`src/rtl/mux_4_1_rr.sv`:
```
// Registered 4-to-1 valid/ready stream merger with round-robin arbitration.
// Each output beat is tagged with the index of the lane that supplied it.
module mux_4_1_rr #(
    parameter int DATA_W = 8
) (
    input  logic                clk,
    input  logic                rst,
    input  logic [3:0]          in_valid,
    input  logic [4*DATA_W-1:0] in_data,
    output logic [3:0]          in_ready,
    output logic                out_valid,
    output logic [DATA_W-1:0]   out_data,
    output logic [1:0]          out_sel,
    input  logic                out_ready
);

    logic [1:0]        last_r;
    logic              out_valid_r;
    logic [DATA_W-1:0] out_data_r;
    logic [1:0]        out_sel_r;

    logic              can_load_s;
    logic              grant_valid_s;
    logic [1:0]        grant_s;
    logic [DATA_W-1:0] grant_data_s;

    // Output register may accept a new beat when empty or being drained this cycle.
    always_comb begin
        can_load_s = ~out_valid_r | out_ready;
    end

    // Round-robin search starting one lane past the last accepted grant.
    always_comb begin : arbiter
        logic [1:0] idx;
        grant_valid_s = 1'b0;
        grant_s       = 2'b00;
        idx           = 2'b00;
        for (int k = 1; k <= 4; k++) begin
            idx = last_r + 2'(k);
            if (!grant_valid_s && in_valid[idx]) begin
                grant_valid_s = 1'b1;
                grant_s       = idx;
            end else begin
                grant_valid_s = grant_valid_s;
            end
        end
    end

    // Select the granted lane's data word.
    always_comb begin
        grant_data_s = {DATA_W{1'b0}};
        case (grant_s)
            2'd0:    grant_data_s = in_data[0*DATA_W +: DATA_W];
            2'd1:    grant_data_s = in_data[1*DATA_W +: DATA_W];
            2'd2:    grant_data_s = in_data[2*DATA_W +: DATA_W];
            2'd3:    grant_data_s = in_data[3*DATA_W +: DATA_W];
            default: grant_data_s = {DATA_W{1'b0}};
        endcase
    end

    // Ready goes only to the granted lane; held low during reset.
    always_comb begin
        in_ready = 4'b0000;
        if (!rst && grant_valid_s && can_load_s) begin
            in_ready[grant_s] = 1'b1;
        end else begin
            in_ready = 4'b0000;
        end
    end

    // Output beat register and last-grant pointer.
    always_ff @(posedge clk) begin
        if (rst) begin
            out_valid_r <= 1'b0;
            out_data_r  <= {DATA_W{1'b0}};
            out_sel_r   <= 2'b00;
            last_r      <= 2'b11;
        end else if (grant_valid_s && can_load_s) begin
            out_valid_r <= 1'b1;
            out_data_r  <= grant_data_s;
            out_sel_r   <= grant_s;
            last_r      <= grant_s;
        end else if (out_ready) begin
            // Drained with nothing to replace it: data and tag stay as they were.
            out_valid_r <= 1'b0;
        end else begin
            out_valid_r <= out_valid_r;
        end
    end

    assign out_valid = out_valid_r;
    assign out_data  = out_data_r;
    assign out_sel   = out_sel_r;

endmodule

```
`config.mk`:
```
export PLATFORM = sky130hd
export DESIGN_NAME = mux_4_1_rr
export DESIGN_NICKNAME = d
export VERILOG_FILES = /design/src/rtl/mux_4_1_rr.sv
export SDC_FILE = /design/constraint.sdc
export NUM_CORES = 1
export LEC_CHECK = 0
export BUFFER_PORTS_ARGS = -buffer_cell sky130_fd_sc_hd__buf_2
export CAP_MARGIN = 25
export CELL_PAD_IN_SITES_DETAIL_PLACEMENT = 0
export CELL_PAD_IN_SITES_GLOBAL_PLACEMENT = 1
export CORE_ASPECT_RATIO = 1.75
export CORE_MARGIN = 2
export CORE_UTILIZATION = 28
export CTS_CLUSTER_SIZE = 14
export DETAILED_ROUTE_END_ITERATION = 8
export GPL_ROUTABILITY_DRIVEN = 0
export PLACE_DENSITY = 0.84
export REMOVE_ABC_BUFFERS = 1
export SLEW_MARGIN = 20
export SYNTH_ARGS = -nofsm -noshare
export SYNTH_HDL_FRONTEND = slang
export SYNTH_SLANG_ARGS = --single-unit
```
`constraint.sdc`:
```
create_clock -name clk -period 2.1 [get_ports clk]
set_input_delay 0.315 -clock clk [delete_from_list [all_inputs] [get_ports clk]]
set_output_delay 0.315 -clock clk [all_outputs]
set_load 0.01 [all_outputs]
```
==> key figures, run 1 <==
Run status
  – Status: finished, final reports clean

Synth
  – Post-synth top flop: dfxtp_1
  – Main combinational cell family by area after synthesis: multiplexers
  – XOR/XNOR Fraction of Synth Area: 0%
  – Mux cell area share after synthesis: 22.71%
  – Synthesized area per cell: 9.118 um^2
  – FFs w/ async S/R, synth: 0%
  – Yosys top cell by area: dfxtp_1
  – EDFF count, synth: 0
  – #FFs+latches synth: 13
  – Simple-gate share of the synthesized area: 19.87%
  – Compound-gate portion of the synthesized area: 19.09%
  – Register area share after synthesis: 32.81%
  – Area contributors post-synth: dfxtp_1, mux2i_1, a221o_2
  – Post-Syn Instances: 87
  – YS warnings: 0
  – Adder-Cell Fraction of Synth Area: 0%
  – Unique masters post-synth: 28
  – Synth top area share: 32.81%
  – Mapped Area: 793.3 um^2

Timing
  – Max Transition Viols Final: 0
  – Fin crit share: 94.19%
  – Fmax: 505.6 MHz
  – RSZ-0062 raised after global routing: no
  – Slew HR: 62.84%
  – Clock Skew: 0.002432 ns
  – Fin crit period: 1.978 ns
  – Measured slew at the worst slew-check pin: 0.5553 ns
  – Final hold vios: 0
  – Setup violations, final: 0

Route
  – Drt wl/cell: 12.55 um
  – # DRC: 0
  – Post-Route WL: 2134 um
  – Initial drt markers: 7
  – Post-DR vias/cell: 5.088
  – Final ANT Viol Nets: 0
  – DR vias: 865
  – Initial DRT Pass Iterations: 4

Floorplan
  – Starting Density: 29.49%
  – # rows: 25
  – Core Area: 0.002690 mm^2
  – Die Y: 74.41 um
  – I/O pin count: 54
  – Area of the die: 0.003292 mm^2
  – Width of the die: around 44 um

Clocking
  – Clock buffer depth: 2
  – CTS tree: done
  – Clk Latency, worst-skew pair: 0.24 ns
  – CTS clk-pin slew, worst paths: 0.05 ns
  – Clock Tree Root: clkbuf_8
  – Cts hold-fix bufs: 0
  – CTS Buf Count: 3
  – CTS sink count: 13
  – H-tree depth: 1

Power and ir drop
  – Combinational Power Share: 33.6%
  – Psw: 226.5 uW
  – Switching share of power: 29.13%
  – PD cells: about 670 mW/mm^2
  – Internal Power: ~550 uW
  – Seq pwr share: 38.3%
  – Static leakage: 0.5770 nW
  – VDD IR-drop max: 0.0003052 V
  – Power share of the clock group: 28.0%

Cells and area
  – Diode count: 0
  – Most frequent cells in the layout: buf_2, nor2_1, dfxtp_1, mux2i_1, a221o_2
  – Final nets: 183
  – Area Growth Syn to Fin: 46.37%
  – Fin cells: 170
  – Most common cell after layout, fill and taps aside: buf_2
  – Final Util: a little over two fifths
  – Ratio of cells with drive above 1 in the final layout: 53.85%

Setup path
  – Worst setup path start: last_r[1]
  – Req. time, crit path: about 1.8 ns
  – CP endpoint: in_ready[3]
  – Critical path fanouts, max: 20
  – Reg2reg start: last_r[1]
  – RR Endpoint: out_data[4]
  – Worst setup SP type: flop
  – CP Class: reg -> out
  – R2R setup slack: ~0.30 ns
  – Worst setup EP type: output port
  – Critical Path AT: 1.66 ns
  – FF-to-FF path depth: 5

GRT
  – Initial antenna violation count: 0
  – Largest net degree at the start of global routing: 21
  – Vias in the first global route: between 800 and 900
  – GR Overflow Total: 0
  – First-pass GRT wire length: 3325 um
  – GRT Util Overall: between 10% and 20%

Flow run
  – MaxCap Viol Count: 0

Place
  – Port Buffers: 53
  – DP Cell Count: 164
  – Hpwl dp: 1658 um

Worst hold path
  – Hold Path Class: in -> reg
-- layer usage --
metal  vias to the layer above  global-route usage (%)  wire length (um)
li1                        431                       -                 -
met1                       392                   13.33               777
met2                        36                   25.00              1168
met3                         6                   1.699               112
met4                         0                   12.46                75
met5                         -                       0                 0
-- final cells by class --
type,count,area (um^2)
fillers,278,1529
clock buffers,4,45.04
flip-flops and latches,13,261.5
inverters,3,11.26
multi-input cells,66,501.7
repair buffers,57,307.8
well taps,27,33.78
-- state kept, by name, indices dropped and copies added, names as in the netlist --
register and flops:
last_r 2, out_data 8, out_sel 2, out_valid 1
-- per-stage QoR --
step	setup WS, ns	hold slack [ns]	power (mW)	TNS [ns]	cell area (um^2)
after floorplan	-0.6475	0.3841	0.4482	-5.857	760.7
after global placement	0.2330	0.4531	0.5531	0	1094
after detailed placement	0.1691	0.4632	0.5594	0	1094
after CTS	0.06103	0.3666	0.7863	0	1154
after global routing	0.01393	0.3972	0.8199	0	1161
final	0.1220	0.3768	0.7775	0	1161
-- timing repair --
| item | 4_1_cts | 5_1_grt |
|---|---|---|
| pin swaps | 1 | 0 |
| buffers inserted | 2 | 0 |
| endpoints found under the setup margin | 2 | 4 |
| resized for setup | 0 | 2 |
-- cells in the mapped netlist (2+ instances only) --
cell and count:
nor2_1 16, dfxtp_1 13, mux2i_1 9, a221o_2 6, mux2_2 5, a21oi_1 4
inv_1 3, mux2_1 3, nand2_1 3, nor2b_1 3, a221o_1 2, buf_2 2
nand2b_1 2, nor4_1 2
-- power groups by stage --
stage                     registers, mW  logic [mW]  clock network [mW]
after floorplan                   0.314       0.135                   0
after global placement            0.301       0.252                   0
after detailed placement          0.301       0.258                   0
after CTS                         0.297       0.263               0.226
after global routing              0.302       0.286               0.232
final                             0.298       0.262               0.218
-- critical path, cell delays in order, from the launching register on --
cell	delay, ns
dfxtp_2	0.35
nand2b_1	0.15
a31oi_2	0.23
buf_12	0.20
inv_1	0.08
nor4_2	0.24
buf_2	0.17
-- worst min-delay path by stage --
stage / startpoint / to / slack (ns) / cells after the start
finish: rst / out_valid / 0.38 / 2
global route: rst / out_sel[0] / 0.40 / 2
CTS: rst / out_sel[0] / 0.37 / 2
detailed placement: out_sel[1] / out_sel[1] / 0.46 / 2
global placement: out_sel[1] / out_sel[1] / 0.45 / 2
floorplan: rst / out_sel[1] / 0.38 / 1
-- logic make-up after synthesis --
kind of cell / count (synthesis)
muxes: 17
buffers and inverters: 8
DFF: 13
AOI/OAI and AO/OA: 18
and+or+nand+nor: 31
Power figures use the tool's default switching activity.
==> run 2, diff against run 1 <==
--- a/config.mk
+++ b/config.mk
@@ -14,8 +14,9 @@
 export CORE_UTILIZATION = 28
 export CTS_CLUSTER_SIZE = 14
 export DETAILED_ROUTE_END_ITERATION = 8
-export GPL_ROUTABILITY_DRIVEN = 0
+export GPL_ROUTABILITY_DRIVEN = 1
 export PLACE_DENSITY = 0.84
+export RECOVER_POWER = 25
 export REMOVE_ABC_BUFFERS = 1
 export SLEW_MARGIN = 20
 export SYNTH_ARGS = -nofsm -noshare
==> run 2 against run 1 <==
- non-clock buffer count is the same
- routed wire length shrank 0.14%
- total power shrank 0.86%
- cell area shrank 1.2%
- clock-buffer cell count is the same
- clock power is essentially flat
- combinational power shrank 2%
- clock skew shrank 0.0013 ns
- die area is the same
- sequential share of layout area grew 0.27 points
- largest cell class unchanged
==> key figures, run 2 (same netlist as run 1, synthesis figures left out) <==
Clocking
  – Cts hold-fix bufs: 0 (unchanged)
  – Clk Latency, worst-skew pair: 0.24 ns (about the same)
  – Clock buffer depth: 2 (unchanged)
  – CTS Buf Count: 3 (unchanged)
  – CTS tree: done
  – Clock Tree Root: clkbuf_8
  – CTS clk-pin slew, worst paths: 0.05 ns (about the same)
  – H-tree depth: 1 (unchanged)
  – CTS sink count: 13 (unchanged)

Setup path
  – CP Class: reg -> out
  – Worst setup SP type: flop
  – Worst setup EP type: output port
  – RR Endpoint: out_data[4]
  – Critical path fanouts, max: 20 (unchanged)
  – Critical Path AT: 1.66 ns (about the same)
  – Req. time, crit path: 1.78 ns (about the same)
  – FF-to-FF path depth: 5 (unchanged)
  – R2R setup slack: 0.29 ns (about the same)
  – Reg2reg start: last_r[1]
  – Worst setup path start: last_r[1]

Worst hold path
  – Hold path cells: 2 (unchanged)
  – Hold Path Class: in -> reg
  – Hold Path Origin: rst
  – Hold endpoint: out_valid

Cells and area
  – Final nets: 183 (unchanged)
  – Max reg flops: 8 (unchanged)
  – Fillers: 283 (+1.8%)
  – Most common cell after layout, fill and taps aside: buf_2
  – Ratio of cells with drive above 1 in the final layout: 48.95% (-4.9 points)
  – Most frequent cells in the layout: buf_2, nor2_1, dfxtp_1, mux2i_1, clkbuf_1
  – Fin area: 0.001147 mm^2 (-1.2%)
  – Final Util: 42.65% (-0.51 points)
  – Diode count: 0 (unchanged)
  – Fin cells: 170 (unchanged)
  – Area Growth Syn to Fin: 44.64%

Route
  – DR WL met3: 105 um (-6.3%)
  – Post-DR vias/cell: 5.076 (-0.23%)
  – DR vias: 863 (-0.23%)
  – Highest routed layer: met4
  – # DRC: 0 (unchanged)
  – Final ANT Viol Nets: 0 (unchanged)
  – Initial drt markers: 5 (-2)
  – Initial DRT Pass Iterations: 4 (unchanged)
  – Met2 wire length: 1175 um (+0.60%)
  – Drt wl/cell: 12.54 um (-0.14%)
  – Wire length on met1: 774 um (-0.39%)
  – Post-Route WL: 2131 um (-0.14%)

Floorplan
  – Starting Density: 29.49% (unchanged)
  – Area of the die: 0.003292 mm^2 (unchanged)
  – Die Y: 74.41 um (unchanged)
  – # rows: 25 (unchanged)
  – I/O pin count: 54 (unchanged)
  – Width of the die: 44.24 um (unchanged)
  – Core Area: 0.002690 mm^2 (unchanged)

Timing
  – Fin crit share: 94.19% (about the same)
  – RSZ-0062 raised after global routing: no
  – Fmax: 505.6 MHz (about the same)
  – Hold_ws: 0.3830 ns (+0.006261 ns)
  – Final hold vios: 0 (unchanged)
  – Setup violations, final: 0 (unchanged)
  – Max Transition Viols Final: 0 (unchanged)
  – Setup ws final: 0.1220 ns (-0.00003300 ns)
  – Sum Neg Setup Slack: 0 ns (unchanged)
  – Clock Skew: 0.001156 ns (-0.001276 ns)
  – Slew HR: 63.12% (+0.27 points)
  – Fin crit period: 1.978 ns (+0.00003300 ns)
  – Measured slew at the worst slew-check pin: 0.5512 ns (-0.004067 ns)

Flow run
  – MaxCap Viol Count: 0 (unchanged)

Place
  – Hpwl dp: 1658 um (unchanged)
  – Port Buffers: 53 (unchanged)
  – Cell Area, Placed: 0.001094 mm^2 (unchanged)
  – GPL Wtd Cong: between 0.7 and 0.8
  – DP Cell Count: 164 (unchanged)
  – Worst slack at placement: 0.1691 ns (unchanged)

Run status
  – Status: finished, final reports clean

GRT
  – Largest net degree at the start of global routing: 21 (unchanged)
  – GR Overflow Total: 0 (unchanged)
  – GRT Util Overall: 13.96% (unchanged)
  – Vias in the first global route: 813 (unchanged)
  – First-pass GRT wire length: 3325 um (unchanged)
  – Initial antenna violation count: 0 (unchanged)

Power and ir drop
  – PD cells: 671.8 mW/mm^2 (+0.33%)
  – Design Power: 770.8 uW (-0.86%)
  – VDD IR-drop max: 0.0002988 V (-2.1%)
  – Static leakage: 0.5547 nW (-3.9%)
## run 2: cell types whose count changed in the layout (fill, tap and decap cells not counted), sizes merged
cell	before	now
buf	57	51
clkbuf	4	10
## run 2: layer usage
layer  vias to the layer above  track usage, %
li1                        429               -
met1                       394           13.33
met2                        34           25.00
met3                         6           1.699
met4                         0           12.46
met5                         -               0
## run 2: cell type report
cell class	count	area, um^2	share of cell area [%]
Clock buffer	4	45.04	3.926
Inverter	3	11.26	0.9815
Multi-Input combinational cell	66	495.5	43.18
Sequential cell	13	261.5	22.79
Tap cell	27	33.78	2.944
Timing Repair Buffer	57	300.3	26.17
## run 2: report_power, final
group	total, mW	switching [mW]	internal [mW]	leakage [nW]
sequential	0.299	0.0194	0.279	0.108
combinational	0.257	0.123	0.134	0.424
clock	0.215	0.0819	0.134	0.0228
total	0.771	0.224	0.547	0.555
## run 2: critical path, cell delays in order (launching register included)
cell      delay (ns)
dfxtp_2         0.35
nand2b_1        0.15
a31oi_2         0.23
buf_12          0.20
inv_1           0.08
nor4_2          0.24
buf_2           0.17
## run 2: worst max path at each step
stage / to / slack, ns / cells after the start
3_5_place_dp: in_ready[2] / 0.17 / 5
2_1_floorplan: in_ready[3] / -0.65 / 4
5_1_grt: in_ready[3] / 0.01 / 6
3_3_place_gp: in_ready[0] / 0.23 / 5
6_report: in_ready[3] / 0.12 / 6
4_1_cts: in_ready[3] / 0.06 / 6
## run 2: what timing repair did
action | 4_1_cts | 5_1_grt
resized for setup | 0 | 2
setup endpoints to repair | 2 | 4
buffers inserted | 2 | 0
pin swaps | 1 | 0
==> run 3, diff against run 2 <==
--- a/config.mk
+++ b/config.mk
@@ -17,7 +17,6 @@
 export GPL_ROUTABILITY_DRIVEN = 1
 export PLACE_DENSITY = 0.84
 export RECOVER_POWER = 25
-export REMOVE_ABC_BUFFERS = 1
 export SLEW_MARGIN = 20
 export SYNTH_ARGS = -nofsm -noshare
 export SYNTH_HDL_FRONTEND = slang
==> constraint.sdc (replaced) <==
create_clock -name clk -period 2.1 [get_ports clk]
set_input_delay 0.21 -clock clk [delete_from_list [all_inputs] [get_ports clk]]
set_output_delay 0.21 -clock clk [all_outputs]
set_load 0.01 [all_outputs]
==> run 3 against run 2 <==
- cell count decreased by 0.59%
- die area unchanged
- hold slack got worse by 0.12 ns
- utilization decreased by 0.47 points
- global-route usage increased by 0.73 points
- routed wire length decreased by 1.3%
- largest power group unchanged
- highest routed layer unchanged
==> key figures, run 3 (same netlist as run 1, synthesis figures left out) <==
Run status
  – Status: finished, final reports clean

Timing
  – Max Transition Viols Final: 0 (unchanged)
  – Fmax: 514.3 MHz (+1.7%)
  – Sum Neg Setup Slack: 0 ns (unchanged)
  – Fin crit share: 92.59% (-1.6 points)
  – Measured slew at the worst slew-check pin: 0.5731 ns (+0.02185 ns)
  – Fin crit period: 1.944 ns (-0.03353 ns)
  – Clock Skew: 0.0003408 ns (-0.0008149 ns)
  – Setup violations, final: 0 (unchanged)
  – Slew HR: 61.59% (-1.5 points)
  – Final hold vios: 0 (unchanged)
  – RSZ-0062 raised after global routing: no
  – Setup ws final: 0.1555 ns (+0.03353 ns)

Floorplan
  – I/O pin count: 54 (unchanged)
  – Core Area: 0.002690 mm^2 (unchanged)
  – Area of the die: 0.003292 mm^2 (unchanged)
  – Width of the die: 44.24 um (unchanged)
  – # rows: 25 (unchanged)
  – Die Y: 74.41 um (unchanged)
  – Starting Density: 29.49% (unchanged)

Setup path
  – Slowest cell on crit path: a2111o_2
  – CP peak stage delay: 0.56 ns (+0.21 ns)
  – Req. time, crit path: 1.89 ns (+0.11 ns)
  – Worst setup SP type: flop
  – CP Class: reg -> out
  – Critical Path AT: 1.73 ns (+0.07 ns)
  – Crit-path cells: mux2i_1, o22ai_1, a2111o_2, nor2_1, buf_2
  – R2R setup slack: 0.37 ns (+0.08 ns)
  – Worst Path Buf+Inv: 1 (-2)
  – Critical path's top delay family: compound AO/OA/AOI/OAI gates
  – Worst setup EP type: output port
  – Critical path fanouts, max: 10 (-50%)

Cells and area
  – Most common cell after layout, fill and taps aside: buf_2
  – Fin area: 0.001135 mm^2 (-1.1%)
  – Final nets: 182 (-0.55%)
  – Diode count: 0 (unchanged)
  – Ratio of cells with drive above 1 in the final layout: 48.59% (-0.36 points)
  – Most frequent cells in the layout: buf_2, nor2_1, dfxtp_1, mux2i_1, clkbuf_1
  – Final Util: 42.19% (-0.47 points)
  – Area Growth Syn to Fin: 43.06%
  – Max reg flops: 8 (unchanged)

Place
  – Hpwl dp: 1695 um (+2.3%)
  – Cell Area, Placed: 0.001101 mm^2 (+0.69%)
  – GPL Wtd Cong: 0.7679 (+0.80%)
  – Port Buffers: 53 (unchanged)
  – Worst slack at placement: 0.3061 ns (+0.1370 ns)

Clocking
  – Post-CTS setup buffer count: 0 (-2)
  – CTS tree: done
  – Clock Tree Root: clkbuf_8
  – H-tree depth: 1 (unchanged)
  – CTS Buf Count: 3 (unchanged)
  – CTS clk-pin slew, worst paths: 0.05 ns (about the same)
  – Clk Latency, worst-skew pair: 0.24 ns (about the same)
  – Cts hold-fix bufs: 0 (unchanged)
  – CTS sink count: 13 (unchanged)
  – Clock buffer depth: 2 (unchanged)
  – Post-CTS sizing: 0 (unchanged)

Worst hold path
  – Hold Path Class: in -> reg

Route
  – Initial drt markers: 9 (+4)
  – DR vias: 841 (-2.5%)
  – Initial DRT Pass Iterations: 4 (unchanged)
  – Final ANT Viol Nets: 0 (unchanged)
  – # DRC: 0 (unchanged)
  – Post-DR vias/cell: 4.976 (-2.0%)
  – Post-Route WL: 2104 um (-1.3%)
  – Drt wl/cell: 12.45 um (-0.68%)

GRT
  – Met3 GRT Util: 2.184% (+0.49 points)
  – GR Overflow Total: 0 (unchanged)
  – Largest net degree at the start of global routing: 21 (unchanged)
  – GRT Util Overall: 14.69% (+0.73 points)
  – Met2 Use GR: 25.33% (+0.33 points)
  – Initial antenna violation count: 0 (unchanged)
  – Met1 track demand over resource: 14.67% (+1.3 points)
  – Vias in the first global route: 920 (+13%)
  – Busiest grt layer: met2
  – First-pass GRT wire length: 3574 um (+7.5%)

Power and ir drop
  – VDD IR-drop max: 0.0002548 V (-15%)
  – Design Power: 770.1 uW (about the same)
  – PD cells: 678.6 mW/mm^2 (+1.0%)
  – Static leakage: 0.5502 nW (-0.81%)

Synth
  – Syn Nets: 126

Flow run
  – MaxCap Viol Count: 0 (unchanged)
-- run 3: final timing paths --
check	cells past startpoint	from	endpoint
hold / removal	2	rst	out_sel[1]
hold reg to reg	2	out_sel[1]	out_sel[1]
setup / recovery	5	last_r[1]	in_ready[2]
setup reg to reg	5	last_r[1]	out_data[3]
-- run 3: final cells by class --
cell class,instances,area [um^2]
inverters,3,11.26
repair buffers,56,292.8
clock buffers,4,45.04
multi-input cells,66,490.5
flip-flops and latches,13,261.5
fillers,289,1555
well taps,27,33.78
-- run 3: power breakdown --
part           internal, mW  leakage (nW)  total [mW]  switching [mW]
clock network         0.134        0.0228       0.218          0.0840
registers             0.279         0.108       0.299          0.0196
logic                 0.133         0.420       0.254           0.121
-- run 3: metrics by stage --
step | hold slack [ns] | instances
2_1_floorplan | 0.4326 | 87
3_3_place_gp | 0.4468 | 165
3_5_place_dp | 0.4485 | 165
4_1_cts | 0.2611 | 169
5_1_grt | 0.2756 | 169
6_report | 0.2660 | 169
-- run 3: worst register-to-register path: cells and delay by family (launching register included) --
kind / cells / cell delay, ns
AO/OA/AOI/OAI: 2 / 0.56
flip-flops: 1 / 0.35
multiplexers: 1 / 0.35
buffers and inverters: 1 / 0.20
AND/OR/NAND/NOR: 1 / 0.16
-- run 3: routing by layer --
metal	routed length [um]	vias to the layer above
li1	-	426
met1	796	372
met2	1114	35
met3	111	8
met4	81	0
met5	0	-
